[src/rtl/sd_pkg.sv]
// Shared constants and types for the SD sector-read arbiter and its round-robin picker.
package sd_pkg;

   localparam int SD_SECTOR_W         = 32;
   localparam int SD_BYTES_PER_SECTOR = 512;

   localparam logic REQ_LOADER = 1'b0;
   localparam logic REQ_DEBUG  = 1'b1;

   typedef enum logic [2:0] {
      ST_IDLE,
      ST_ISSUE,
      ST_WAIT_BUSY,
      ST_XFER,
      ST_RESP
   } arb_state_t;

endpackage

[src/rtl/sd_rr_arb2.sv]
// Two-way round-robin picker: a lone request wins outright, a tie goes to the
// requester that was not served last.
module sd_rr_arb2
   import sd_pkg::*;
(
   input  logic [1:0] i_valid,
   input  logic       i_last_grant,
   output logic       o_grant,
   output logic       o_grant_valid
);

   always_comb begin
      o_grant_valid = |i_valid;
      if (&i_valid) begin
         o_grant = ~i_last_grant;
      end else begin
         o_grant = i_valid[REQ_DEBUG];
      end
   end

endmodule

[src/rtl/sd_sector_arbiter.sv]
// Shares one SD sector-read engine between the ROM loader and the UART debug dumper,
// steering the byte stream to the granted side and reporting completion or error.
module sd_sector_arbiter
   import sd_pkg::*;
#(
   parameter int SECTOR_W         = SD_SECTOR_W,
   parameter int TIMEOUT_CYC      = 27_000_000,
   parameter int BYTES_PER_SECTOR = SD_BYTES_PER_SECTOR
) (
   input  logic                i_clk,
   input  logic                i_reset,
   input  logic                i_req0_valid,
   input  logic [SECTOR_W-1:0] i_req0_sector,
   output logic                o_req0_ready,
   output logic                o_rsp0_valid,
   output logic                o_rsp0_err,
   output logic                o_dat0_valid,
   input  logic                i_req1_valid,
   input  logic [SECTOR_W-1:0] i_req1_sector,
   output logic                o_req1_ready,
   output logic                o_rsp1_valid,
   output logic                o_rsp1_err,
   output logic                o_dat1_valid,
   output logic [7:0]          o_dat_byte,
   output logic [8:0]          o_dat_idx,
   output logic                o_sd_start,
   output logic [SECTOR_W-1:0] o_sd_sector,
   input  logic                i_sd_busy,
   input  logic                i_sd_done,
   input  logic                i_sd_byte_valid,
   input  logic [7:0]          i_sd_byte
);

   localparam int CNT_W = $clog2(BYTES_PER_SECTOR + 1);
   localparam int TMR_W = $clog2(TIMEOUT_CYC + 1);
   localparam logic [CNT_W-1:0] CNT_FULL = CNT_W'(BYTES_PER_SECTOR);
   localparam logic [TMR_W-1:0] TMR_LAST = TMR_W'(TIMEOUT_CYC - 1);

   arb_state_t          r_state;
   arb_state_t          w_state_next;
   logic                r_last_grant;
   logic                r_grant;
   logic [SECTOR_W-1:0] r_sd_sector;
   logic [1:0]          r_req_ready, r_rsp_valid, r_rsp_err, r_dat_valid;
   logic [1:0]          w_req_ready_next, w_rsp_valid_next, w_rsp_err_next, w_dat_valid_next;
   logic                r_sd_start, w_sd_start_next;
   logic [7:0]          r_dat_byte;
   logic [8:0]          r_dat_idx;
   logic [CNT_W-1:0]    r_cnt;
   logic [CNT_W-1:0]    w_cnt_eff;
   logic                r_ovf;
   logic                w_ovf_eff;
   logic [TMR_W-1:0]    r_timer;
   logic                w_active, w_byte_acc, w_byte_ovf, w_timeout, w_finish, w_err;
   logic                w_gnt, w_gnt_valid;

   sd_rr_arb2 u_rr (
      .i_valid       ({i_req1_valid, i_req0_valid}),
      .i_last_grant  (r_last_grant),
      .o_grant       (w_gnt),
      .o_grant_valid (w_gnt_valid)
   );

   // Bytes are accepted while waiting for busy as well, so a byte racing busy is not lost.
   assign w_active   = (r_state == ST_WAIT_BUSY) || (r_state == ST_XFER);
   assign w_byte_acc = w_active && i_sd_byte_valid && (r_cnt != CNT_FULL);
   assign w_byte_ovf = w_active && i_sd_byte_valid && (r_cnt == CNT_FULL);
   assign w_cnt_eff  = r_cnt + CNT_W'(w_byte_acc);
   assign w_ovf_eff  = r_ovf | w_byte_ovf;
   assign w_timeout  = w_active && (r_timer == TMR_LAST);
   assign w_finish   = w_active && (w_timeout || i_sd_done);
   assign w_err      = w_timeout || w_ovf_eff || (w_cnt_eff != CNT_FULL);

   always_ff @(posedge i_clk or posedge i_reset) begin
      if (i_reset) begin
         r_state <= ST_IDLE;
      end else begin
         r_state <= w_state_next;
      end
   end

   always_comb begin
      w_state_next = r_state;
      case (r_state)
         ST_IDLE:      if (w_gnt_valid) w_state_next = ST_ISSUE;
         ST_ISSUE:     w_state_next = ST_WAIT_BUSY;
         ST_WAIT_BUSY: begin
            if (w_finish) begin
               w_state_next = ST_RESP;
            end else if (i_sd_busy) begin
               w_state_next = ST_XFER;
            end
         end
         ST_XFER:      if (w_finish) w_state_next = ST_RESP;
         ST_RESP:      w_state_next = ST_IDLE;
         default:      w_state_next = ST_IDLE;
      endcase
   end

   // Every output is registered, so the response lands one cycle after sd_done.
   always_comb begin
      w_req_ready_next = 2'b00;
      w_rsp_valid_next = 2'b00;
      w_rsp_err_next   = 2'b00;
      w_dat_valid_next = 2'b00;
      w_sd_start_next  = 1'b0;
      case (r_state)
         ST_IDLE:  if (w_gnt_valid) w_req_ready_next[w_gnt] = 1'b1;
         ST_ISSUE: w_sd_start_next = 1'b1;
         ST_WAIT_BUSY, ST_XFER: begin
            if (w_byte_acc) w_dat_valid_next[r_grant] = 1'b1;
            if (w_finish) begin
               w_rsp_valid_next[r_grant] = 1'b1;
               w_rsp_err_next[r_grant]   = w_err;
            end
         end
         default: ;
      endcase
   end

   always_ff @(posedge i_clk or posedge i_reset) begin
      if (i_reset) begin
         r_last_grant <= 1'b1;
         r_grant      <= 1'b0;
         r_sd_sector  <= '0;
         r_req_ready  <= 2'b00;
         r_rsp_valid  <= 2'b00;
         r_rsp_err    <= 2'b00;
         r_dat_valid  <= 2'b00;
         r_sd_start   <= 1'b0;
         r_dat_byte   <= 8'd0;
         r_dat_idx    <= 9'd0;
         r_cnt        <= '0;
         r_ovf        <= 1'b0;
         r_timer      <= '0;
      end else begin
         r_req_ready <= w_req_ready_next;
         r_rsp_valid <= w_rsp_valid_next;
         r_rsp_err   <= w_rsp_err_next;
         r_dat_valid <= w_dat_valid_next;
         r_sd_start  <= w_sd_start_next;
         if ((r_state == ST_IDLE) && w_gnt_valid) begin
            r_grant     <= w_gnt;
            r_sd_sector <= w_gnt ? i_req1_sector : i_req0_sector;
         end
         if (r_state == ST_RESP) begin
            r_last_grant <= r_grant;
         end
         if (r_state == ST_ISSUE) begin
            r_timer <= '0;
            r_cnt   <= '0;
            r_ovf   <= 1'b0;
         end else if (w_active) begin
            r_timer <= r_timer + TMR_W'(1);
            r_cnt   <= w_cnt_eff;
            r_ovf   <= w_ovf_eff;
         end
         if (w_byte_acc) begin
            r_dat_byte <= i_sd_byte;
            r_dat_idx  <= 9'(r_cnt);
         end
      end
   end

   assign o_req0_ready = r_req_ready[REQ_LOADER];
   assign o_req1_ready = r_req_ready[REQ_DEBUG];
   assign o_rsp0_valid = r_rsp_valid[REQ_LOADER];
   assign o_rsp1_valid = r_rsp_valid[REQ_DEBUG];
   assign o_rsp0_err   = r_rsp_err[REQ_LOADER];
   assign o_rsp1_err   = r_rsp_err[REQ_DEBUG];
   assign o_dat0_valid = r_dat_valid[REQ_LOADER];
   assign o_dat1_valid = r_dat_valid[REQ_DEBUG];
   assign o_dat_byte   = r_dat_byte;
   assign o_dat_idx    = r_dat_idx;
   assign o_sd_start   = r_sd_start;
   assign o_sd_sector  = r_sd_sector;

endmodule

[config.mk]
export PLATFORM = sky130hd
export DESIGN_NAME = sd_sector_arbiter
export DESIGN_NICKNAME = d
export VERILOG_FILES = /design/src/rtl/sd_pkg.sv /design/src/rtl/sd_rr_arb2.sv /design/src/rtl/sd_sector_arbiter.sv
export SDC_FILE = /design/constraint.sdc
export NUM_CORES = 1
export LEC_CHECK = 0
export ABC_AREA = 1
export CAP_MARGIN = 20
export CORE_MARGIN = 1.5
export CORE_UTILIZATION = 48
export DETAILED_ROUTE_END_ITERATION = 10
export GPL_TIMING_DRIVEN = 0
export HOLD_SLACK_MARGIN = 0.12
export PLACE_DENSITY = 0.8
export SYNTH_ARGS = -nofsm -noshare
export SYNTH_HDL_FRONTEND = slang
export SYNTH_HIERARCHICAL = 1
export SYNTH_SLANG_ARGS = --single-unit
[constraint.sdc]
create_clock -name i_clk -period 4.1 [get_ports i_clk]
set_input_delay 1.025 -clock i_clk [delete_from_list [all_inputs] [get_ports i_clk]]
set_output_delay 1.025 -clock i_clk [all_outputs]
set_load 0.005 [all_outputs]
### After elaboration in Yosys (flattened, before gate mapping)

Cells that the tools add are included.
Widths: inputs -> output; s select.

| storage, ports and cells | value |
|---|---|
| bits in latches | 0 |
| memory bits (read-only) | 0 |
| memory bits (writable) | 0 |
| bits in registers | 99 |
| logic and storage cells | 78 |
| memories kept | 0 |
| bits of input ports | 79 |

| cells by class | value |
|---|---|
| bitwise logic cells | 3 |
| equality and inequality tests | 11 |
| div/mod/pow operators | 0 |
| order comparisons | 4 |
| reductions and logical operators | 18 |
| multiplexer cells | 26 |
| shift operators | 0 |
| $add $sub $neg | 2 |
| multipliers | 0 |

Operator list:

| cell | number |
|---|---|
| $mux 25 | 2 |
| $mux 32 | 1 |
| $add 25x1->25 const B | 1 |
| $eq 25x25->1 const B | 1 |
| $mux 10 | 2 |
| $ne 10x10->1 const B | 2 |
| $mux 2 | 8 |
| $mux 3 | 4 |
| $pmux 3 s4 | 1 |
| $add 10x1->10 | 1 |
| $eq 10x10->1 const B | 1 |
| $logic_and 1x1->1 | 8 |
| $eq 3x2->1 const B | 2 |
| $mux 1 | 6 |
| $logic_or 1x1->1 | 4 |
| $lt 1x2->1 const B | 2 |
| $ne 2x2->1 const B | 2 |
| $reduce_or 2->1 | 2 |
| $eq 3x1->1 const B | 1 |
| $eq 3x3->1 const B | 1 |
| $logic_not 3->1 | 1 |
| $ne 3x3->1 const B | 1 |
| $reduce_and 3->1 | 1 |
| $and 2x2->2 | 1 |
| 6 further kinds | 8 |

### Logic depth before layout (Yosys ltp)

Gate-level depths: netlist of the first run.

| depth | value |
|---|---|
| depth after elaboration | 10 |
| depth in mapped cells | 20 |
| depth with buffers taken out | 18 |

### By module

Netlist of the first run, hierarchy kept.

Modules (own cells, without submodules):

| module | times used | area each (um^2) | cells each |
|---|---|---|---|
| sd_sector_arbiter | 1 | 4804.6 | 634 |
| sd_rr_arb2 | 1 | 15.0 | 3 |

### Worst setup path after synthesis of the first run

Ideal clock, no wire load.

| timing path | value |
|---|---|
| path kind | input port to flip-flop |
| start | in i_sd_byte_valid |
| end | reg r_rsp_err[0] |
| slack | 1.471 ns |
| arrival | 2.510 ns |
| stages on the path | 15 |
| path buffers | 1 |
| cell sequence | inv_1 > nor2_1 > nand2_1 > buf_2 > inv_2 > ha_1 > ha_1 > inv_1 > nor2_1 > nand2_1 > xor2_1 > nor2_1 > nand2_1 > nor2_1 > nor2_1 |

| between the ends | value |
|---|---|
| word-level cells in the longest chain between the ends | 8 |

RTL lines:

| element | line | RTL |
|---|---|---|
| start, declared | sd_sector_arbiter.sv:30 | `input logic i_sd_byte_valid,` |
| $logic_and 1x1->1 * | sd_sector_arbiter.sv:66, sd_sector_arbiter.sv:67 |  |
| $logic_and 1x1->1 (on tied branches) | sd_sector_arbiter.sv:66, sd_sector_arbiter.sv:67 |  |
| $add 10x1->10 / $or 1x1->1 (equally long branches) | sd_sector_arbiter.sv:68, sd_sector_arbiter.sv:69 |  |
| $ne 10x10->1 / $logic_or 1x1->1 (equally long branches) | sd_sector_arbiter.sv:72 | `assign w_err = w_timeout \|\| w_ovf_eff \|\| (w_cnt_eff != CNT_FULL);` |
| $logic_or 1x1->1 * | sd_sector_arbiter.sv:72 |  |
| $and 2x2->2 (no line) * | -- |  |
| $mux 2 * | sd_sector_arbiter.sv:112 | `if (w_finish) begin` |
| $mux 2 * | sd_sector_arbiter.sv:107 | `case (r_state)` |
| via w_rsp_err_next[0] | sd_sector_arbiter.sv:45 | `logic [1:0] w_req_ready_next, w_rsp_valid_next, w_rsp_err_next, w_dat_valid_next;` |
| end signal, assigned | sd_sector_arbiter.sv:139 | `r_rsp_err <= w_rsp_err_next;` |
| end, declared | sd_sector_arbiter.sv:44 | `logic [1:0] r_req_ready, r_rsp_valid, r_rsp_err, r_dat_valid;` |

The timed path passes the listed nets; every way through them passes the cells marked *.
A chain may end at the register's enable or synchronous reset.

### Worst setup path after layout of the first run

| timing path | value |
|---|---|
| start | in i_sd_byte_valid |
| end | reg r_rsp_err[1] |

The elaborated chain is that of the path after synthesis.

==> impl_metrics.yaml, run 1 <==
cts:
  clkLatencyLatePin_ns: 0.37
  cts_hold_buf: 0
  cts.sink_count: 99
  cts_tree: "yes"
  numCtsBuffers: 9
  root_buffer: "clkbuf_8"
  clkTransAtPathRegs_ns: 0.10
  ctsLongestPathBuffers: 2
  htree_levels: 3
  cts.repair.resized: 0
  post_cts_buffers: 0
detailed_routing:
  vias_per_cell: 5.073
  drt-initial-drc-count: 250
  postRouteAntennaNets: 0
  dr.pass1.iters: 5
  wirelength_mm: 12.45
  post_drt_wl_per_cell_um: 13.49
  via_count: 4682
  drc_errors: 0
hold_path:
  holdPathStages: 1
  hp-class: "register to register"
place:
  placedCellCount: 907
  gp_congestion: 0.9352
  port_buffers: 136
  hpwlAfterDp_mm: 9.563
  place_ws_ns: 0.6287
pwr:
  p_int_mw: 2.183
  pwr-share-comb_pct: 41.9
  power.switching_mw: 1.248
  p_seq_share_pct: 40.5
  power_density_mw_per_mm2: 522.8
  netSwitchingFraction_pct: 36.38
  peakVddDrop_uv: 279.1
  leakagePower_nw: 3.080
  total_power_mw: 3.431
  clkPwrFrac_pct: 17.6
timing:
  fmax_ghz: 0.3227
  max_slew_margin_pct: 53.39
  finalCritPeriodShare_pct: 75.59
  rsz0062_at_grt: "no"
  fin_hold_ws_ns: 0.4644
  drv_slew: 0
  fin_skew_ns: 0.01401
  hold_viol: 0
  setup_ws_ns: 1.001
  worst_pin_slew_ns: 0.6991
  min_period_ns: 3.099
  final-setup-viol-count: 0
  setup_tns_ns: 0
global_routing:
  grt_pass1_wl_mm: 19.89
  grt_max_degree: 57
  grtUsageTotal_pct: 23.84
  grt_pass1_vias: 4558
  grt_antenna_before_repair: 0
  grt_overflow: 0
die:
  initial_core_util_pct: 49.31
  fp.dieH_um: 103.2
  num_io_pins: 137
  core_mm2: 0.009774
  fp.dieW_um: 103.2
  row_count: 36
  fp.dieArea_mm2: 0.01065
finish:
  layout.nets: 867
  finalNonFillerCells: 923
  insertedDiodeCount: 0
  drive_gt1_share_pct: 4.810
  synthToLayoutAreaGrowth_pct: 36.19
  fillers: 846
synth:
  synth_cell_types: 29
  synthArstFlopShare_pct: 100.0
  post-synth-top-area-fraction_pct: 50.88
  synthCells: 637
  synth_top_area_cell: "dfrtp_1"
  synthFlopType: "dfrtp_1"
  yosysMostFrequentCell: "nand2_1"
  synth_fp_nets: 719
  synth_area_per_cell_um2: 7.566
  ys_ff_latch: 99
  synth_edf_count: 0
  ys.warnings.count: 6
  synth_common_cells: "244 x nand2_1, 98 x dfrtp_1, 65 x nand3_1, 65 x nor2_1, 53 x inv_1"
  yosysSeqAreaShare_pct: 51.43
  netlist_area_mm2: 0.004820
  synth.area.top_cells: "dfrtp_1 51%, nand2_1 19%, nand3_1 6.7%"
setup_path:
  startpoint: "i_sd_byte_valid"
  crit_path_start_kind: "input pin"
  crit_required_ns: 4.35
  cp_max_fo: 10
  crit_chain: "clkdlybuf4s50_1, inv_1, nor2_1, nand2_1, buf_2, inv_2, ha_1, nand3_1, nor2_1, nand2_1, nand2_1, nand2_1, nor2_1, nand2_1, nor2_1, nor2_1"
  reg2reg_from: "r_state[2]"
  critPathCapture: "r_rsp_err[1]"
  arrival_ns: 3.35
  r2r-end: "r_rsp_err[1]"
  cpMaxStageDelayCell: "clkdlybuf4s50_1"
  r2r_cells: 16
  slowest_delay_ns: 0.45
  path_class: "input pin to register"
  reg2reg_slack_ns: 1.38
  cp-end-kind: "register"
flow_run:
  drv_cap: 0
outcome:
  outcome: "completed"
==> registers in the layout (all words and copies together) (netlist names) <==
signal and count:
r_timer 25, r_rsp_valid 2, r_rsp_err 2, r_grant 1, r_ovf 1, o_dat_idx 9, o_dat_byte 8, r_req_ready 2
r_last_grant 1, o_sd_start 1, r_dat_valid 2, o_sd_sector 32, r_state 3, r_cnt 10
==> cell usage in the layout, fill, tap and decap left out, drive strengths merged, types with 12 or more instances in the layout <==
cell	count
a21oi	14
buf	13
clkbuf	19
clkdlybuf4s50	136
dfrtp	98
inv	60
nand2	244
nand3	65
nand4	12
nor2	68
o21ai	28
==> layout make-up <==
cell class	count	area (µm²)	share of cell area (%)
flip-flops and latches	99	2479	37.76
multi-input cells	460	2014	30.69
repair buffers	137	1389	21.16
inverters	58	220.2	3.355
well taps	133	166.4	2.535
clock buffers	11	141.4	2.154
plain buffers	20	108.9	1.658
clock inverters	5	45.04	0.6862
==> power by group through the flow <==
stage	logic, mW	registers, mW	clock network, mW
after global routing	1.60	1.42	0.651
final	1.44	1.39	0.602
after floorplan	0.671	1.41	0
after detailed placement	1.44	1.40	0
after global placement	1.40	1.40	0
after CTS	1.45	1.39	0.615
==> how the worst min path moves through the flow <==
| stage | startpoint | endpoint | slack, ns |
|---|---|---|---|
| after detailed placement | r_grant | r_dat_valid[0] | 0.44 |
| after floorplan | r_grant | r_dat_valid[0] | 0.43 |
| after global routing | r_grant | r_dat_valid[0] | 0.48 |
| final | r_grant | r_dat_valid[0] | 0.46 |
| after global placement | r_grant | r_dat_valid[0] | 0.44 |
| after CTS | r_grant | r_dat_valid[0] | 0.47 |
==> worst max-delay path, delay by kind of cell <==
family	cells	cell delay (ns)
simple gates	11	1.30
buf+inv	4	0.82
fa+ha+maj	1	0.19
==> layer usage <==
| layer | up-vias | GRT usage [%] | wire, µm | part of all wire [%] |
|---|---|---|---|---|
| li1 | 2309 | - | - | - |
| met1 | 2209 | 28.50 | 5159 | 41 |
| met2 | 143 | 42.36 | 6312 | 51 |
| met3 | 21 | 4.973 | 729 | 5.9 |
| met4 | 0 | 9.148 | 248 | 2.0 |
| met5 | - | 0 | 0 | 0 |
==> per-stage QoR <==
step / cell area (µm²) / utilization [%]
6_report: 6564 / 67.15
5_1_grt: 6564 / 67.15
4_1_cts: 6564 / 67.15
3_5_place_dp: 6377 / 65.25
3_3_place_gp: 6347 / 64.94
2_1_floorplan: 4820 / -
==> cells by family (layout without fill, tap and decap cells) <==
family,Yosys count,after routing,share of synthesized area (%)
XOR/XNOR,5,5,0.9086
AO/OA/AOI/OAI,52,52,5.789
flip-flops,99,99,51.43
AND/OR/NAND/NOR,400,400,34.32
buffers and inverters,78,231,6.775
adder cells (fa/ha/maj),3,3,0.7789
(Power assumes the default switching activity.)
==> run 2, diff against run 1 <==
==> constraint.sdc (replaced) <==
create_clock -name i_clk -period 3.2 [get_ports i_clk]
set_input_delay 0.8 -clock i_clk [delete_from_list [all_inputs] [get_ports i_clk]]
set_output_delay 0.8 -clock i_clk [all_outputs]
set_load 0.005 [all_outputs]
==> run 2 against run 1 <==
Net effect: first-iteration DRC count grew 39%; clock skew shrank 0.0012 ns; worst setup slack worse by 0.77 ns; cell count unchanged; highest routed layer unchanged; power is 27% higher; largest power group unchanged; utilization fell by 0.051 points; cell area about the same; via count grew 0.62%; worst hold slack improved by 0.0084 ns; non-clock buffer count up 1; combinational power increased by 28%.
==> impl_metrics.yaml, run 2 (synthesis gave the netlist of run 1 again) <==
outcome:
  outcome: "completed"
finish:
  drive_gt1_share_pct: 4.810
  insertedDiodeCount: 0
  largest_reg_flops: 32
  final_cell_mix: "244 x nand2_1, 136 x clkdlybuf4s50_1, 98 x dfrtp_1"
  final_common_cell: "nand2_1"
  layout.nets: 868
  final_util_pct: 67.10
  synthToLayoutAreaGrowth_pct: 36.09
setup_path:
  crit_top_cell: "nor2_1"
  slowest_delay_ns: 0.46
  critical-path-top-delay-family: "simple AND/OR/NAND/NOR gates"
  arrival_ns: 3.21
  cpMaxStageDelayCell: "clkdlybuf4s50_1"
  cp_max_fo: 10
  crit_path_start_kind: "input pin"
  cp-end-kind: "register"
  crit_required_ns: 3.44
  cp_num_buf_inv: 5
  path_class: "input pin to register"
  crit_chain: "clkdlybuf4s50_1, inv_1, nor2_1, nand2_1, buf_2, inv_2, ha_1, ha_1, inv_1, nor2_1, nand2_1, xor2_1, nor2_1, nand2_1, nor2_1, nor2_1"
die:
  core_mm2: 0.009774
  row_count: 36
  initial_core_util_pct: 49.31
  fp.dieArea_mm2: 0.01065
  num_io_pins: 137
  fp.dieW_um: 103.2
  fp.dieH_um: 103.2
detailed_routing:
  postRouteAntennaNets: 0
  vias_per_cell: 5.104
  via_count: 4711
  post_drt_wl_per_cell_um: 13.71
  dr.pass1.iters: 5
  drc_errors: 0
  wirelength_mm: 12.66
  drt-initial-drc-count: 348
place:
  hpwlAfterDp_mm: 9.645
  port_buffers: 136
  place_ws_ns: -0.03771
  gp_congestion: 0.9130
timing:
  finalCritPeriodShare_pct: 92.75
  hold_viol: 0
  worst_pin_slew_ns: 0.6817
  fmax_ghz: 0.3369
  final-setup-viol-count: 0
  max_slew_margin_pct: 54.46
  min_period_ns: 2.968
  rsz0062_at_grt: "no"
  fin_skew_ns: 0.01286
  drv_slew: 0
  setup_ws_ns: 0.2319
  fin_hold_ws_ns: 0.4728
cts:
  htree_levels: 3
  cts.sink_count: 99
  post_cts_buffers: 0
  clkLatencyLatePin_ns: 0.37
  root_buffer: "clkbuf_8"
  ctsLongestPathBuffers: 2
  cts_tree: "yes"
  cts.repair.resized: 0
  numCtsBuffers: 9
  cts_hold_buf: 0
  clkTransAtPathRegs_ns: 0.08
global_routing:
  grt_overflow: 0
  grt_max_degree: 43
  grt_pass1_vias: 4340
  grtUsageTotal_pct: 23.89
  grt_pass1_wl_mm: 19.67
  grt_antenna_before_repair: 0
pwr:
  power_density_mw_per_mm2: 665.3
  peakVddDrop_uv: 358.4
  total_power_mw: 4.363
  leakagePower_nw: 3.075
flow_run:
  drv_cap: 0
hold_path:
  hp-class: "register to register"
run 2: cell types whose count changed in the layout (fill, tap and decap cells not counted), sizes merged:
cell / delta
buf: +1
clkinv: +1
clkinvlp: +1
inv: -3
run 2: metal layers:
metal / up-vias / track usage (%) / routed length [µm]
met1: 2220 / 29.69 / 5349
li1: 2321 / - / -
met3: 15 / 4.637 / 704
met4: 0 / 8.316 / 155
met5: - / 0 / 0
met2: 155 / 41.80 / 6448
run 2: power breakdown:
group          switching [mW]  internal, mW  leakage, nW
sequential              0.202          1.58         1.30
clock                   0.425         0.301       0.0856
combinational           0.953         0.898         1.68
run 2: area by class of cell:
type	instances	area, µm²
Fill cell	809	3216
Sequential cell	99	2479
Multi-Input combinational cell	460	2014
Timing Repair Buffer	138	1401
Inverter	58	221.5
Tap cell	133	166.4
Clock buffer	11	141.4
Buffer	20	108.9
Clock inverter	4	26.28
run 2: stage by stage:
| stage | cells | setup TNS, ns | cell area [µm²] |
|---|---|---|---|
| finish | 923 | 0 | 6559 |
| global route | 923 | 0 | 6559 |
| CTS | 923 | 0 | 6559 |
| detailed placement | 908 | -0.06983 | 6391 |
| global placement | 906 | 0 | 6351 |
| floorplan | 637 | 0 | 4823 |
run 2: final timing paths:
path                                 start              to  slack, ns  cells after the start
max                        i_sd_byte_valid    r_rsp_err[0]       0.23                     16
min                                r_grant  r_dat_valid[0]       0.47                      1
max reg2reg                     r_state[2]    r_rsp_err[0]       0.42                     16
min reg2reg                        r_grant  r_dat_valid[0]       0.47                      1
max in group asynchronous          i_reset     r_timer[13]       1.69                      3
min in group asynchronous          i_reset   o_dat_byte[2]       0.88                      2
==> run 3, diff against run 2 <==
--- a/config.mk
+++ b/config.mk
@@ -7,12 +7,13 @@
 export LEC_CHECK = 0
 export ABC_AREA = 1
 export CAP_MARGIN = 20
-export CORE_MARGIN = 1.5
 export CORE_UTILIZATION = 48
+export CTS_CLUSTER_DIAMETER = 80
 export DETAILED_ROUTE_END_ITERATION = 10
 export GPL_TIMING_DRIVEN = 0
 export HOLD_SLACK_MARGIN = 0.12
 export PLACE_DENSITY = 0.8
+export REMOVE_ABC_BUFFERS = 1
 export SYNTH_ARGS = -nofsm -noshare
 export SYNTH_HDL_FRONTEND = slang
 export SYNTH_HIERARCHICAL = 1
==> run 3 against run 2 <==
Net effect: global-route usage fell by 0.92 points; utilization shrank 0.60 points; highest routed layer unchanged; sequential share of layout area rose by 0.34 points; critical path type unchanged; clock-buffer cell count down 2.
==> impl_metrics.yaml, run 3 (synthesis gave the netlist of run 1 again) <==
global_routing:
  grt_max_degree: 54
  grt_antenna_before_repair: 0
  grt_overflow: 0
  grt_pass1_vias: 4268
  grt_pass1_wl_mm: 18.86
  grtUsageTotal_pct: 22.98
pwr:
  peakVddDrop_uv: 471.2
  power_density_mw_per_mm2: 669.3
  leakagePower_nw: 3.030
setup_path:
  reg2reg_from: "r_state[2]"
  crit_path_start_kind: "input pin"
  r2r_cells: 15
  cp-end-kind: "register"
  reg2reg_slack_ns: 0.28
  path_class: "input pin to register"
  crit_required_ns: 3.47
  arrival_ns: 3.26
  cp_max_fo: 29
  r2r-end: "r_rsp_err[1]"
finish:
  final_cell_mix: "242 x nand2_1, 136 x clkdlybuf4s50_1, 98 x dfrtp_1"
  drive_gt1_share_pct: 4.021
  final_common_cell: "nand2_1"
  fillers: 835
  finalNonFillerCells: 904
  synthToLayoutAreaGrowth_pct: 34.86
  largest_reg_flops: 32
  insertedDiodeCount: 0
  layout.nets: 848
timing:
  max_slew_margin_pct: 34.98
  worst_pin_slew_ns: 0.9742
  fmax_ghz: 0.3341
  setup_tns_ns: 0
  finalCritPeriodShare_pct: 93.54
  drv_slew: 0
  final-setup-viol-count: 0
  fin_hold_ws_ns: 0.4560
  fin_skew_ns: 0.01393
  min_period_ns: 2.993
  hold_viol: 0
detailed_routing:
  via_count: 4580
  post_drt_wl_per_cell_um: 12.97
  drt-initial-drc-count: 177
  vias_per_cell: 5.066
  postRouteAntennaNets: 0
  dr.pass1.iters: 5
  drc_errors: 0
  wirelength_mm: 11.73
hold_path:
  hp-class: "register to register"
  holdPathStages: 1
  hold_end: "r_dat_valid[0]"
  worstHoldStart: "r_grant"
die:
  row_count: 36
  initial_core_util_pct: 49.31
  fp.dieArea_mm2: 0.01045
  fp.dieH_um: 102.2
  num_io_pins: 137
  core_mm2: 0.009774
  fp.dieW_um: 102.2
cts:
  ctsLongestPathBuffers: 2
  htree_levels: 3
  clkTransAtPathRegs_ns: 0.11
  numCtsBuffers: 9
  cts.sink_count: 99
  clkLatencyLatePin_ns: 0.37
  cts_tree: "yes"
  post_cts_buffers: 0
  root_buffer: "clkbuf_8"
outcome:
  outcome: "completed"
place:
  gp_congestion: 0.9054
  placedCellCount: 888
  hpwlAfterDp_mm: 8.590
  port_buffers: 136
flow_run:
  drv_cap: 0
run 3: cell types whose count changed in the layout (fill, tap and decap cells not counted), sizes merged:
cell,before,now
buf,14,2
clkbuf,19,9
clkinvlp,2,1
inv,57,61
run 3: worst max-delay path by stage:
stage | from | endpoint | slack, ns | cells past startpoint
floorplan | i_reset | o_dat_byte[0] | -0.19 | 1
detailed placement | i_sd_byte_valid | r_rsp_err[0] | -0.54 | 15
global route | i_sd_byte_valid | r_rsp_err[0] | -0.002 | 15
finish | i_sd_byte_valid | r_rsp_err[1] | 0.21 | 15
global placement | i_reset | o_sd_sector[5] | -1.66 | 2
CTS | r_state[2] | r_rsp_err[0] | 0.06 | 15
run 3: layout make-up:
type                       count  area (µm²)  area share, %
clock buffer                   9       123.9          1.906
clock inverter                 7       67.56          1.039
inverter                      58       220.2          3.388
multi-input combinational    460        2027          31.18
sequential                    99        2479          38.13
tap                          133       166.4          2.560
timing repair buffer         138        1416          21.79
run 3: layer usage:
metal	up-vias	wire, µm	GRT usage (%)
met5	-	0	0
met4	0	219	8.571
met3	23	857	7.866
met2	159	5824	38.67
met1	2130	4827	27.25
li1	2268	-	-
run 3: per-stage QoR:
step	util (%)	power, mW	setup WS, ns	cell area (µm²)
final	66.50	4.351	0.2067	6500
after global routing	66.50	4.655	-0.002440	6500
after CTS	66.42	4.379	0.06224	6492
after global placement	63.82	3.467	-1.661	6238
after detailed placement	64.44	3.579	-0.5445	6299
after floorplan	-	2.582	-0.1888	4711
run 3: power breakdown:
group | switching (mW) | internal, mW | total (mW) | leakage, nW
combinational | 0.897 | 0.878 | 1.78 | 1.63
sequential | 0.208 | 1.58 | 1.79 | 1.30
clock | 0.479 | 0.305 | 0.784 | 0.0958
total | 1.58 | 2.77 | 4.35 | 3.03
run 3: timing repair:
action                                  CTS  global route
gates resized for setup                   1             2
endpoints found under the setup margin    4             3
hold buffers                              0             0
gates cloned                              0             0
run 3: worst max-delay path, stage by stage:
cell,delay [ns]
clkdlybuf4s50_1,0.46
inv_1,0.04
nor2_1,0.24
nand2_4,0.24
inv_2,0.21
ha_1,0.19
ha_1,0.19
inv_1,0.07
nor2_1,0.17
nand2_1,0.09
xor2_1,0.16
nor2_1,0.09
nand2_1,0.05
nor2_1,0.19
nor2_1,0.07
